--- config.mk ---
export PLATFORM = sky130hd
export DESIGN_NAME = deser_flat
export DESIGN_NICKNAME = d
export VERILOG_FILES = /design/src/rtl/deser_if.sv /design/src/rtl/deser.sv /design/src/flat_wrapper.sv
export SDC_FILE = /design/constraint.sdc
export NUM_CORES = 1
export LEC_CHECK = 0
export CORE_AREA = 4 4 55 57
export DETAILED_ROUTE_END_ITERATION = 12
export DIE_AREA = 0 0 59 61
export PLACE_DENSITY = 0.69
export SYNTH_ARGS = -nofsm -noshare
export SYNTH_HDL_FRONTEND = slang
export SYNTH_SLANG_ARGS = --single-unit
--- constraint.sdc ---
create_clock -name clk -period 1.47 [get_ports clk]
set_input_delay 0.2205 -clock clk [delete_from_list [all_inputs] [get_ports clk]]
set_output_delay 0.2205 -clock clk [all_outputs]
set_load 0.01 [all_outputs]
--- src/rtl/deser_if.sv ---
// deser_if -- bundle of the serial-input / word-output signals of deser.
//
// Parameters:
//   WIDTH        number of data bits per assembled word
// Signals:
//   clear_i      synchronous abort of the word in progress
//   bit_valid_i  qualifies bit_i
//   bit_i        serial data bit (start bit, then data LSB first)
//   en_o         one-cycle strobe for a completed word (downstream register enable)
//   data_o       assembled word (downstream register data)
//   busy_o       high while a word is being received
//   perr_o       one-cycle parity-error strobe (only with DESER_PARITY_EN)
// Modports:
//   master       serial source side (drives the *_i signals)
//   slave        the deserializer (drives the *_o signals)
// Configuration macro: DESER_PARITY_EN
interface deser_if #(
    parameter int WIDTH = 8
);
    logic             clear_i;
    logic             bit_valid_i;
    logic             bit_i;
    logic             en_o;
    logic [WIDTH-1:0] data_o;
    logic             busy_o;
`ifdef DESER_PARITY_EN
    logic             perr_o;

    modport master (
        output clear_i, bit_valid_i, bit_i,
        input  en_o, data_o, busy_o, perr_o
    );
    modport slave (
        input  clear_i, bit_valid_i, bit_i,
        output en_o, data_o, busy_o, perr_o
    );
`else
    modport master (
        output clear_i, bit_valid_i, bit_i,
        input  en_o, data_o, busy_o
    );
    modport slave (
        input  clear_i, bit_valid_i, bit_i,
        output en_o, data_o, busy_o
    );
`endif
endinterface

--- src/rtl/deser.sv ---
// deser -- serial-to-parallel word receiver.
//
// A valid '1' in IDLE is a start bit; the next WIDTH valid bits are stored LSB
// first. The completed word is presented on data_o together with a one-cycle
// en_o strobe in the cycle after the last accepted bit. Invalid cycles stall.
//
// Parameters:
//   WIDTH   data bits per word (>= 2)
// Ports:
//   clk     clock, rising edge
//   rst     asynchronous active-high reset
//   bus     deser_if.slave: clear_i, bit_valid_i, bit_i in;
//           en_o, data_o, busy_o (and perr_o) out
// Configuration macro: DESER_PARITY_EN
//   When defined, an even-parity bit follows the data bits (PARITY state);
//   a mismatch pulses perr_o instead of en_o and leaves data_o untouched.
module deser #(
    parameter int WIDTH = 8
) (
    input  logic   clk,
    input  logic   rst,
    deser_if.slave bus
);
    localparam int CW = $clog2(WIDTH);
    localparam logic [CW-1:0] LAST = CW'(WIDTH - 1);

    localparam logic [1:0] IDLE   = 2'd0;
    localparam logic [1:0] SHIFT  = 2'd1;
`ifdef DESER_PARITY_EN
    localparam logic [1:0] PARITY = 2'd2;
`endif

    logic [1:0]       state_q, state_d;
    logic [CW-1:0]    cnt_q, cnt_d;
    logic [WIDTH-1:0] shift_q, shift_d;
    logic [WIDTH-1:0] data_q, data_d;
    logic             en_q, en_d;
`ifdef DESER_PARITY_EN
    logic             perr_q, perr_d;
`endif

    always_comb begin
        state_d = state_q;
        cnt_d   = cnt_q;
        shift_d = shift_q;
        data_d  = data_q;
        en_d    = 1'b0;
`ifdef DESER_PARITY_EN
        perr_d  = 1'b0;
`endif
        if (bus.clear_i) begin
            // clear beats a coincident valid bit; data_o is kept
            state_d = IDLE;
            cnt_d   = '0;
        end else if (bus.bit_valid_i) begin
            case (state_q)
                IDLE: begin
                    if (bus.bit_i) begin
                        state_d = SHIFT;
                        cnt_d   = '0;
                    end
                end
                SHIFT: begin
                    shift_d[cnt_q] = bus.bit_i;
                    cnt_d          = cnt_q + CW'(1);
                    if (cnt_q == LAST) begin
                        cnt_d = '0;
`ifdef DESER_PARITY_EN
                        state_d = PARITY;
`else
                        state_d = IDLE;
                        en_d    = 1'b1;
                        data_d  = shift_d;
`endif
                    end
                end
`ifdef DESER_PARITY_EN
                PARITY: begin
                    state_d = IDLE;
                    if (((^shift_q) ^ bus.bit_i) == 1'b0) begin
                        en_d   = 1'b1;
                        data_d = shift_q;
                    end else begin
                        perr_d = 1'b1;
                    end
                end
`endif
                default: begin
                    state_d = IDLE;
                    cnt_d   = '0;
                end
            endcase
        end
    end

    always_ff @(posedge clk or posedge rst) begin
        if (rst) begin
            state_q <= IDLE;
            cnt_q   <= '0;
            shift_q <= '0;
            data_q  <= '0;
            en_q    <= 1'b0;
`ifdef DESER_PARITY_EN
            perr_q  <= 1'b0;
`endif
        end else begin
            state_q <= state_d;
            cnt_q   <= cnt_d;
            shift_q <= shift_d;
            data_q  <= data_d;
            en_q    <= en_d;
`ifdef DESER_PARITY_EN
            perr_q  <= perr_d;
`endif
        end
    end

    assign bus.en_o   = en_q;
    assign bus.data_o = data_q;
    assign bus.busy_o = (state_q != IDLE);
`ifdef DESER_PARITY_EN
    assign bus.perr_o = perr_q;
`endif
endmodule

--- src/flat_wrapper.sv ---
// flat-port wrapper written by rule: the top's interface ports become plain ports
module deser_flat 
#(
    parameter int WIDTH = 8
)
  (clk, rst, bus_clear_i, bus_bit_valid_i, bus_bit_i, bus_en_o, bus_data_o, bus_busy_o);
  deser_if #(.WIDTH(WIDTH)) bus_i ();
  input  logic clk;
  input  logic rst;
  input wire logic [$bits(bus_i.clear_i)-1:0] bus_clear_i;
  input wire logic [$bits(bus_i.bit_valid_i)-1:0] bus_bit_valid_i;
  input wire logic [$bits(bus_i.bit_i)-1:0] bus_bit_i;
  output wire logic [$bits(bus_i.en_o)-1:0] bus_en_o;
  output wire logic [$bits(bus_i.data_o)-1:0] bus_data_o;
  output wire logic [$bits(bus_i.busy_o)-1:0] bus_busy_o;
  assign bus_i.clear_i = bus_clear_i;
  assign bus_i.bit_valid_i = bus_bit_valid_i;
  assign bus_i.bit_i = bus_bit_i;
  assign bus_en_o = bus_i.en_o;
  assign bus_data_o = bus_i.data_o;
  assign bus_busy_o = bus_i.busy_o;
  deser #(.WIDTH(WIDTH)) u_core (.clk(clk), .rst(rst), .bus(bus_i));
endmodule
==> results of run 1 <==
final cells by class:
class,instances,share of cell area [%]
Clock buffer,4,1.82
Timing Repair Buffer,26,19.0
Inverter,1,0.260
Sequential cell,21,36.6
Multi-Input combinational cell,65,39.7
Tap cell,30,2.60
worst max-delay path, stage by stage (launching register included):
cell and delay [ns]:
dfrtp_1 0.44, ha_2 0.22, ha_4 0.16, and4b_1 0.20, buf_12 0.16, nor2_1 0.12
a21oi_2 0.04
sequential cells by signal, summed over array words and instances (netlist names):
| signal | flops |
|---|---|
| u_core.state_q | 1 |
| u_core.bus.en_o | 1 |
| u_core.bus.data_o | 8 |
| u_core.cnt_q | 3 |
| u_core.shift_q | 8 |
cells in the mapped netlist:
cell | count | area [um^2]
nand4_1 | 1 | 6.26
mux2_1 | 8 | 90.1
buf_4 | 2 | 15.0
inv_1 | 1 | 3.75
mux2i_1 | 7 | 70.1
a32oi_1 | 3 | 26.3
clkbuf_4 | 1 | 7.51
nor3_2 | 2 | 20.0
nor2_2 | 1 | 6.26
o21ai_0 | 2 | 10.0
and4b_1 | 1 | 10.0
nand3_1 | 1 | 5.00
a21oi_1 | 1 | 5.00
dfrtp_1 | 21 | 526
and3b_1 | 1 | 8.76
nor3b_2 | 5 | 62.6
nand4b_1 | 2 | 17.5
nand3b_1 | 2 | 15.0
buf_2 | 1 | 5.00
nor3_1 | 1 | 5.00
ha_1 | 2 | 25.0
clkbuf_1 | 1 | 3.75
a31oi_2 | 1 | 12.5
a21oi_2 | 7 | 61.3
nand4bb_4 | 1 | 27.5
nand2_1 | 3 | 11.3
a311oi_1 | 1 | 8.76
nor2_1 | 12 | 45.0
buf_6 | 4 | 45.0
metrics by stage:
| stage | worst slack, ns | hold WS, ns | power (mW) |
|---|---|---|---|
| final | 0.0245 | 0.238 | 0.988 |
| after global routing | -0.00128 | 0.254 | 1.05 |
| after CTS | 0.00326 | 0.248 | 1.00 |
| after detailed placement | -0.250 | 0.475 | 0.714 |
| after global placement | -0.201 | 0.468 | 0.710 |
| after floorplan | 0.0137 | 0.197 | 0.672 |
routing by layer:
| layer | routed length (um) | up-vias | GRT usage, % |
|---|---|---|---|
| met5 | 0 | - | 0 |
| met4 | 31 | 0 | 6.80 |
| met3 | 84 | 4 | 2.55 |
| met2 | 1100 | 12 | 23.0 |
| met1 | 1020 | 363 | 17.5 |
| li1 | - | 389 | - |
placed cells by master, fill, tap and decap left out, types with 2 or more instances in the layout:
master	count
nor3_2	3
mux2i_1	7
dfrtp_1	19
nand2_1	3
buf_12	2
mux2_1	8
clkbuf_4	3
nor3b_2	5
dlymetal6s2s_1	8
a32oi_1	3
clkdlybuf4s50_1	5
nand4b_1	2
nand3b_1	2
nor2_2	2
nor2_1	11
o21ai_0	2
a21oi_2	7
buf_4	10
dfrtp_2	2
repair_timing:
action                                  CTS  global route
endpoints found under the setup margin    2            13
hold endpoints to repair                  0             0
gates resized for setup                   3            11
pin swaps                                 1             0
buffers inserted                          1             0
kinds of logic (layout without fill, tap and decap cells):
family                     after synthesis  after routing  synth area share, %
AOI/OAI and AO/OA                       15             15                 10.7
adders and majority gates                2              2                 2.17
buffers and inverters                   10             31                 6.93
DFF                                     21             21                 45.5
muxes                                   15             15                 13.9
and+or+nand+nor                         33             33                 20.8
report_power, final:
group	total, mW	internal (mW)	switching [mW]	leakage [nW]
combinational	0.106	0.0488	0.0570	0.472
sequential	0.599	0.591	0.00745	0.287
clock	0.283	0.106	0.177	0.0150
final timing paths:
path,to,from,cells after the start
max in group asynchronous,u_core.state_q[0],rst,3
worst min-delay path,u_core.bus.data_o[1],rst,3
min in group clk,u_core.shift_q[0],u_core.shift_q[0],1
worst max register to register,u_core.bus.data_o[4],u_core.cnt_q[0],6
worst max-delay path,u_core.bus.data_o[4],u_core.cnt_q[0],6
worst min register to register,u_core.shift_q[0],u_core.shift_q[0],1
==> run metrics, run 1 <==
clock insertion delay at the later pin of the skew report 0.31 ns; RSZ-0062 raised after global routing yes; mapped cell area 1150 um^2; Post-Route Utilization 58.2%; Diodes inserted 0; Peak VDD IR 0.476 mV; Slew Limit Fails 0; average size of a mapped cell 12.0 um^2; Final Hold Viols 0; Vias 768; worst endpoint data arrival time 1.65 ns; Inst Count DP 142; number of global-route vias before repair 764; Multi-input gate area 572 um^2; Req. time, crit path 1.67 ns; Setup CP Type register to register; initial antenna violation count 0; Hold Crit Class input pin to async pin; fin nets 125; Initial DRC Count 24; Area Growth Syn to Fin 24.8%; Leakage 0.774 nW; Syn. warnings 0; Final Cycle Share 98.3%; Mapped Nets 103; layout cells sized above 1 32.5%; clk root buf clkbuf_4; Final setup viols 0; Post-Place Cell Area 1370 um^2; Routed Antenna Nets 0; # rows 18; DPL Wire Length 1.57 mm; sequential share of the synthesized area 45.5%; fin area 1440 um^2; PortBufs 14; Die Width 59 um; synth unique cells 29; register area 528 um^2; r2r setup slk 0.02 ns; global-route congestion overflow total 0; DRC errors left 0; CTS tree done; RD Place Congestion 0.732; Fill cells 214; Hold Buf Count CTS 0; drt pass-1 iters 3; crit path capture type register; Fmax achieved 0.692 GHz; clock tree buffer depth 2; Detailed Route WL 2.24 mm; first-pass GRT wire length 3.62 mm; largest fanout on the critical path 17; power per cell area 685 nW/um^2; largest net degree at the start of global routing 22; Core Region 2480 um^2; min cycle time layout 1.45 ns; #FFs+latches synth 21; CP Launch Type register; final setup TNS 0 ns; run status finished clean; Least-Margin Pin Slew 0.397 ns; H-tree levels 1; wire per inst 15.2 um; # Max-Cap Violations 0; skew final 0.00265 ns; drt via density 5.22; starting density of the core 46.6%; DIE AREA 3600 um^2; Ports 15; synthesized instance count 96; GRT Total Usage 13.9%; clock slew at reported path FFs 0.12 ns; die outline height 61 um; TritonCTS sink count 21; Max-slew headroom 73.2%; Num CTS Buffers 3; Final Non-Filler Cells 147
No activity file was read; power rests on OpenSTA's default activity.
==> inputs of run 2 (changes only) <==
--- a/config.mk
+++ b/config.mk
@@ -5,9 +5,11 @@
 export SDC_FILE = /design/constraint.sdc
 export NUM_CORES = 1
 export LEC_CHECK = 0
-export CORE_AREA = 4 4 55 57
+export CELL_PAD_IN_SITES_DETAIL_PLACEMENT = 1
+export CELL_PAD_IN_SITES_GLOBAL_PLACEMENT = 2
+export CORE_AREA = 4 4 66 68
 export DETAILED_ROUTE_END_ITERATION = 12
-export DIE_AREA = 0 0 59 61
+export DIE_AREA = 0 0 70 72
 export PLACE_DENSITY = 0.69
 export SYNTH_ARGS = -nofsm -noshare
 export SYNTH_HDL_FRONTEND = slang
==> run metrics, run 2 (same netlist as run 1, synthesis figures left out) <==
clock share of power 35.1%; Core Region 3860 um^2; TritonCTS sink count 21; Setup CP Type register to register; largest fanout on the critical path 7; CP delay by family, top flip-flops; CP bufs+invs 1; Num CTS Buffers 3; Ports 15; most common cell after layout, fill and taps aside dfrtp_1; Fill cells 429; # rows 23; RD Place Congestion 0.840; most frequent cells in the layout dfrtp_1, clkdlybuf4s50_1, buf_4; Routed Antenna Nets 0; Least-Margin Pin Slew 0.385 ns; first-pass GRT wire length 4.08 mm; switching pwr 0.251 mW; CTS tree done; DP Worst Slack -0.204 ns; Hold Crit Class input pin to async pin; Die Width 70 um; Setup WS post-layout 0.0467 ns; worst endpoint data arrival time 1.57 ns; starting density of the core 29.9%; drt via density 4.82; fin nets 127; clock slew at reported path FFs 0.08 ns; GRT Total Usage 10.0%; Final Hold Viols 0; cell mode on critical path ha_4; Max-slew headroom 74.0%; Detailed Route WL 2.38 mm; Combinational Power Share 9.1%; Fmax achieved 0.703 GHz; Final Cycle Share 96.8%; largest net degree at the start of global routing 22; Req. time, crit path 1.61 ns; run status finished clean; initial antenna violation count 0; CP Cell Sequence ha_4 -> ha_4 -> and4b_2 -> buf_6 -> nor2_2 -> a21oi_2; clock insertion delay at the later pin of the skew report 0.26 ns; Vias 815; final setup TNS 0 ns; skew final 0.00692 ns; Peak VDD IR 0.368 mV; drt pass-1 iters 4; wire per inst 14.1 um; min cycle time layout 1.42 ns; CP max stage delay 0.45 ns; RSZ-0062 raised after global routing no; DRC errors left 0; # Max-Cap Violations 0; PortBufs 14; crit path capture type register; DIE AREA 5040 um^2; internal power 0.830 mW; Hold Buf Count CTS 0; Area Growth Syn to Fin 32.1%; die outline height 72 um; layout cells sized above 1 40.3%; Leakage 0.690 nW; Sw Share 23.2%; Diodes inserted 0; H-tree levels 1; DPL Wire Length 1.69 mm; Slew Limit Fails 0; Seq pwr share 55.8%; CP max-delay cell dfrtp_2; Final setup viols 0; power per cell area 709 nW/um^2; CP Launch Type register; number of global-route vias before repair 880; clock tree buffer depth 2; Initial DRC Count 21; global-route congestion overflow total 0; clk root buf clkbuf_8
[run 2: cell types whose count changed in the layout (fill, tap and decap cells not counted), moves of 2 or more]
cell	delta
clkbuf_8	+3
clkdlybuf4s50_1	+6
dlymetal6s2s_1	-6
nor2_4	+2
buf_6	+4
nor2_2	+4
nor2_1	-6
clkbuf_4	-3
[run 2: final cells by class]
class / instances / area (um^2) / area share, %
clock buffers: 4 / 45.0 / 2.95
inverters: 1 / 3.75 / 0.246
multi-input cells: 65 / 608 / 39.9
flip-flops and latches: 21 / 529 / 34.7
well taps: 50 / 62.6 / 4.10
repair buffers: 28 / 277 / 18.1
[run 2: power groups by stage]
stage | clock, mW | sequential, mW | combinational [mW]
6_report | 0.379 | 0.604 | 0.0984
2_1_floorplan | 0 | 0.610 | 0.0622
5_1_grt | 0.433 | 0.605 | 0.108
3_3_place_gp | 0 | 0.612 | 0.0975
3_5_place_dp | 0 | 0.614 | 0.101
4_1_cts | 0.402 | 0.603 | 0.0999
[run 2: what timing repair did]
action | CTS | global route
resized for setup | 15 | 9
pin swaps | 1 | 2
cloned | 1 | 0
buffers inserted | 0 | 1
setup endpoints to repair | 6 | 10
[run 2: worst register-to-register path: cells and delay by family (launching register included)]
family / cells / cell delay, ns
simple gates: 2 / 0.34
buf+inv: 1 / 0.16
fa+ha+maj: 2 / 0.33
flops: 1 / 0.45
compound gates: 1 / 0.04
[run 2: worst paths after layout]
check,from,slack (ns),cells after the start,end
min in group clk,u_core.shift_q[4],0.49,1,u_core.shift_q[4]
hold reg to reg,u_core.shift_q[4],0.49,1,u_core.shift_q[4]
setup / recovery,u_core.cnt_q[0],0.05,6,u_core.bus.data_o[7]
hold / removal,rst,0.29,3,u_core.bus.data_o[2]
setup reg to reg,u_core.cnt_q[0],0.05,6,u_core.bus.data_o[7]
max in group asynchronous,rst,0.95,3,u_core.state_q[0]
[run 2: metrics by stage]
| stage | std cells | instance area, um^2 | utilization, % | hold WS (ns) | total power, mW |
|---|---|---|---|---|---|
| floorplan | 96 | 1160 | - | 0.197 | 0.672 |
| global placement | 163 | 1390 | 36.0 | 0.466 | 0.710 |
| detailed placement | 163 | 1390 | 36.0 | 0.479 | 0.715 |
| CTS | 168 | 1480 | 38.4 | 0.300 | 1.10 |
| global route | 169 | 1530 | 39.6 | 0.327 | 1.15 |
| finish | 169 | 1530 | 39.6 | 0.290 | 1.08 |
[run 2: per-layer routing]
| metal | wire length, um | up-vias | GRT usage [%] | share of wire (%) |
|---|---|---|---|---|
| met2 | 1280 | 7 | 18.2 | 54 |
| li1 | - | 388 | - | - |
| met1 | 1050 | 418 | 11.7 | 44 |
| met3 | 41 | 2 | 1.66 | 1.7 |
| met4 | 17 | 0 | 4.47 | 0.71 |
| met5 | 0 | - | 0 | 0 |
==> inputs of run 3 (changes only) <==
==> constraint.sdc (replaced) <==
create_clock -name clk -period 1.2 [get_ports clk]
set_input_delay 0.18 -clock clk [delete_from_list [all_inputs] [get_ports clk]]
set_output_delay 0.18 -clock clk [all_outputs]
set_load 0.01 [all_outputs]
==> run metrics, run 3 (same netlist as run 1, synthesis figures left out) <==
Sw Share 24.5%; CP delay by family, top flip-flops; # Max-Cap Violations 0; final setup TNS -2.40 ns; DPL Wire Length 1.76 mm; internal power 1.04 mW; run status complete, but fails checks; min cycle time layout 1.39 ns; Core Region 3860 um^2; failing checks setup timing; clock slew at reported path FFs 0.08 ns; Routed Antenna Nets 0; switching pwr 0.336 mW; Final Cycle Share 115%; Final Hold Viols 0; power per cell area 842 nW/um^2; Area Growth Syn to Fin 41.0%; RD Place Congestion 0.730; Seq pwr share 53.4%; most frequent cells in the layout dfrtp_1, buf_4, dlygate4sd2_1; CP bufs+invs 1; CP Cell Sequence ha_2 -> ha_4 -> and4b_1 -> buf_12 -> nor2_1 -> a21oi_2; TritonCTS sink count 21; Post-Place Cell Area 1500 um^2; Setup CP Type register to register; Detailed Route WL 2.56 mm; Setup WS post-layout -0.186 ns; Combinational Power Share 11.1%; clock tree buffer depth 2; PortBufs 14; crit path capture type register; Vias 840; Post-Route Utilization 42.2%; Fill cells 417; skew final 0.00583 ns; CP max stage delay 0.39 ns; WHS 0.249 ns; Inst Count DP 168; Num CTS Buffers 3; Die Width 70 um; worst endpoint data arrival time 1.55 ns; Diodes inserted 0; DRC errors left 0; Max-slew headroom 78.8%; starting density of the core 29.9%; Fmax achieved 0.722 GHz; global-route congestion overflow total 0; drt pass-1 iters 4; layout cells sized above 1 48.0%; CTS tree done; H-tree levels 1; RSZ-0062 raised after global routing yes; first-pass GRT wire length 4.61 mm; largest net degree at the start of global routing 22; Final Non-Filler Cells 175; initial antenna violation count 0; Multi-input gate area 637 um^2; Slew Limit Fails 0; Hold Crit Class input pin to async pin; # rows 23; Peak VDD IR 0.348 mV; Ports 15; CP max-delay cell dfrtp_1; number of global-route vias before repair 925; register area 528 um^2; clock insertion delay at the later pin of the skew report 0.27 ns; Initial DRC Count 26; largest fanout on the critical path 17; Final setup viols 18; most common cell after layout, fill and taps aside dfrtp_1; Req. time, crit path 1.36 ns; fin nets 133; fin area 1630 um^2; CP Launch Type register; drt via density 4.80; Least-Margin Pin Slew 0.318 ns; die outline height 72 um; clock share of power 35.4%; DIE AREA 5040 um^2; clk root buf clkbuf_8; GRT Total Usage 11.4%; Leakage 0.749 nW; wire per inst 14.6 um
[run 3: power groups by stage]
stage	clock (mW)	combinational, mW	sequential [mW]
final	0.486	0.153	0.733
after detailed placement	0	0.137	0.750
after global placement	0	0.132	0.749
after floorplan	0	0.0763	0.747
after global routing	0.542	0.168	0.735
after CTS	0.502	0.143	0.733
[run 3: what timing repair did]
| action | 4_1_cts | 5_1_grt |
|---|---|---|
| setup endpoints to repair | 31 | 21 |
| gates cloned | 0 | 0 |
| buffers inserted | 3 | 0 |
| pin swaps | 2 | 5 |
| hold buffers | 0 | 0 |
| gates resized for setup | 18 | 13 |
[run 3: final timing paths]
kind,start,endpoint,slack (ns),cells after the start
max reg2reg,u_core.cnt_q[1],u_core.bus.data_o[2],-0.19,6
min reg2reg,u_core.shift_q[3],u_core.shift_q[3],0.50,1
max in group asynchronous,rst,u_core.state_q[0],0.71,3
min,rst,u_core.bus.data_o[0],0.25,3
min in group clk,u_core.shift_q[3],u_core.shift_q[3],0.50,1
max,u_core.cnt_q[1],u_core.bus.data_o[2],-0.19,6
[run 3: worst reg2reg max path, stage by stage, from the launching register on]
cell and delay, ns:
dfrtp_1 0.39, ha_2 0.21, ha_4 0.16, and4b_1 0.19, buf_12 0.16, nor2_1 0.12
a21oi_2 0.04
[run 3: final cells by class]
cell class,instances,area share [%]
repair buffers,34,21.6
inverters,1,0.231
flip-flops and latches,21,32.4
multi-input cells,65,39.1
well taps,50,3.84
clock buffers,4,2.77
[run 3: metal layers]
layer / GRT usage (%) / vias to the layer above / share of wire [%]
li1: - / 407 / -
met1: 14.8 / 419 / 45
met2: 18.6 / 9 / 50
met3: 1.80 / 5 / 2.3
met4: 5.53 / 0 / 2.1
met5: 0 / - / 0
[run 3: metrics by stage]
stage,worst slack (ns),power (mW)
2_1_floorplan,-0.244,0.824
6_report,-0.186,1.37
4_1_cts,-0.195,1.38
3_5_place_dp,-0.425,0.887
5_1_grt,-0.230,1.45
3_3_place_gp,-0.378,0.881
==> RTL change, RTL diff (settings of run 2) <==
Reset style: synchronous (`rst`), changed in one clocked block. Comments in the files are not updated.
--- a/src/rtl/deser.sv
+++ b/src/rtl/deser.sv
@@ -95,3 +95,3 @@
 
-    always_ff @(posedge clk or posedge rst) begin
+    always_ff @(posedge clk) begin
         if (rst) begin
Behaviour: differs if rst is asserted again (counterexample within 4 cycles, from zero or initial values and one cycle with rst high); with rst held inactive, the same outputs for 10 cycles.
==> RTL change against run 2 <==
Worst hold slack improved by 200 ps; clock skew decreased by 0.99 ps; routed wire length increased by 11%; area after synthesis decreased by 13%; worst setup slack improved by 51 ps; largest cell class unchanged; sequential cell count unchanged; global-route usage increased by 1.8 points; sequential power decreased by 4.5%; sequential share of layout area decreased by 3.6 points; final cell count increased by 10%; power decreased by 5.7%; cell area decreased by 11%.
==> RTL change: results <==
[yosys]
seq_area_frac_synth = 0.417
synth_common_cells = "dfxtp_1 (21), nor3_1 (21), nor2_1 (18)"
synthesis.nets = 119
async_flop_share = 0
synth-main-ff-cell = "dfxtp_1"
netlist_instances = 112
ys_types = 23

[timing]
whs_ps = 494
fin_crit_ps = 1370

[placed_design]
place.gp.congestion = 0.764
dp_cells = 182
placed_area_mm2 = 0.00128

[run_status]
status = "completed"

[setup_path]
crit_path_max_fanout = 2
r2r-start = "u_core.cnt_q[0]$_SDFFE_PP0P_"
cp.arrival_ps = 1150
cp_slowest_cell = "clkdlybuf4s50_1"
worstReg2RegEnd = "u_core.bus.data_o[7]$_SDFFE_PP0P_"
rrSetupSlack_ps = 110
crit_start = "u_core.bus.data_o[7]$_SDFFE_PP0P_"
slowest_delay_ps = 540
cp-endpoint = "bus_data_o[7]"

[global_route]
gr-usage-met1 = 0.145
grt_pass1_wl_mm = 4.87
grtUsageMet3 = 0.0180
grt_pass1_vias = 1020

[final_layout]
fin_util = 0.353
nFillCells = 468
num-nets-final = 144

[route]
dr_wl_met3_um = 68
via_per_inst = 5.06
drt-met1-wl_mm = 1.20

[min_path]
hp-class = "flop to flop"

[pwr]
vdd_drop_max_mv = 0.286
power.static_leakage_nw = 0.512
intPower_mw = 0.795
-- RTL change: cell count changes in the layout (fill, tap and decap cells not counted), sizes merged, moves of 3 or more --
| cell | before | now |
|---|---|---|
| a21oi | 8 | 1 |
| nor3b | 5 | 0 |
| or3b | 0 | 3 |
| and4bb | 0 | 3 |
| dfrtp | 21 | 0 |
| nor3 | 3 | 21 |
| mux2 | 8 | 0 |
| dfxtp | 0 | 21 |
| nand2 | 3 | 0 |
| nor2 | 13 | 18 |
| a211oi | 0 | 14 |
| mux2i | 7 | 0 |
| and4b | 1 | 4 |
-- RTL change: area by class of cell --
cell class	instances	share of cell area
Sequential cell	21	0.311
Clock buffer	4	0.0331
Timing Repair Buffer	29	0.193
Tap cell	50	0.0459
Multi-Input combinational cell	82	0.417
-- RTL change: power by group through the flow --
stage / Sequential (mW) / Clock [mW] / Combinational [mW]
2_1_floorplan: 0.590 / 0 / 0.0282
6_report: 0.577 / 0.381 / 0.0620
3_5_place_dp: 0.590 / 0 / 0.0622
4_1_cts: 0.577 / 0.402 / 0.0628
3_3_place_gp: 0.590 / 0 / 0.0603
5_1_grt: 0.578 / 0.428 / 0.0684
-- RTL change: logic make-up (layout without fill, tap and decap cells) --
logic type / count (synthesis) / in the layout / synth area share
simple gates: 60 / 60 / 0.362
flops: 21 / 21 / 0.417
compound gates: 20 / 20 / 0.149
buf+inv: 9 / 33 / 0.0471
fa+ha+maj: 2 / 2 / 0.0248
-- RTL change: timing repair --
item	4_1_cts	5_1_grt
cloned	0	0
pin swaps	0	0
setup endpoints to repair	1	10
setup buffers	0	0
endpoints found under the hold margin	0	0
resized for setup	1	11
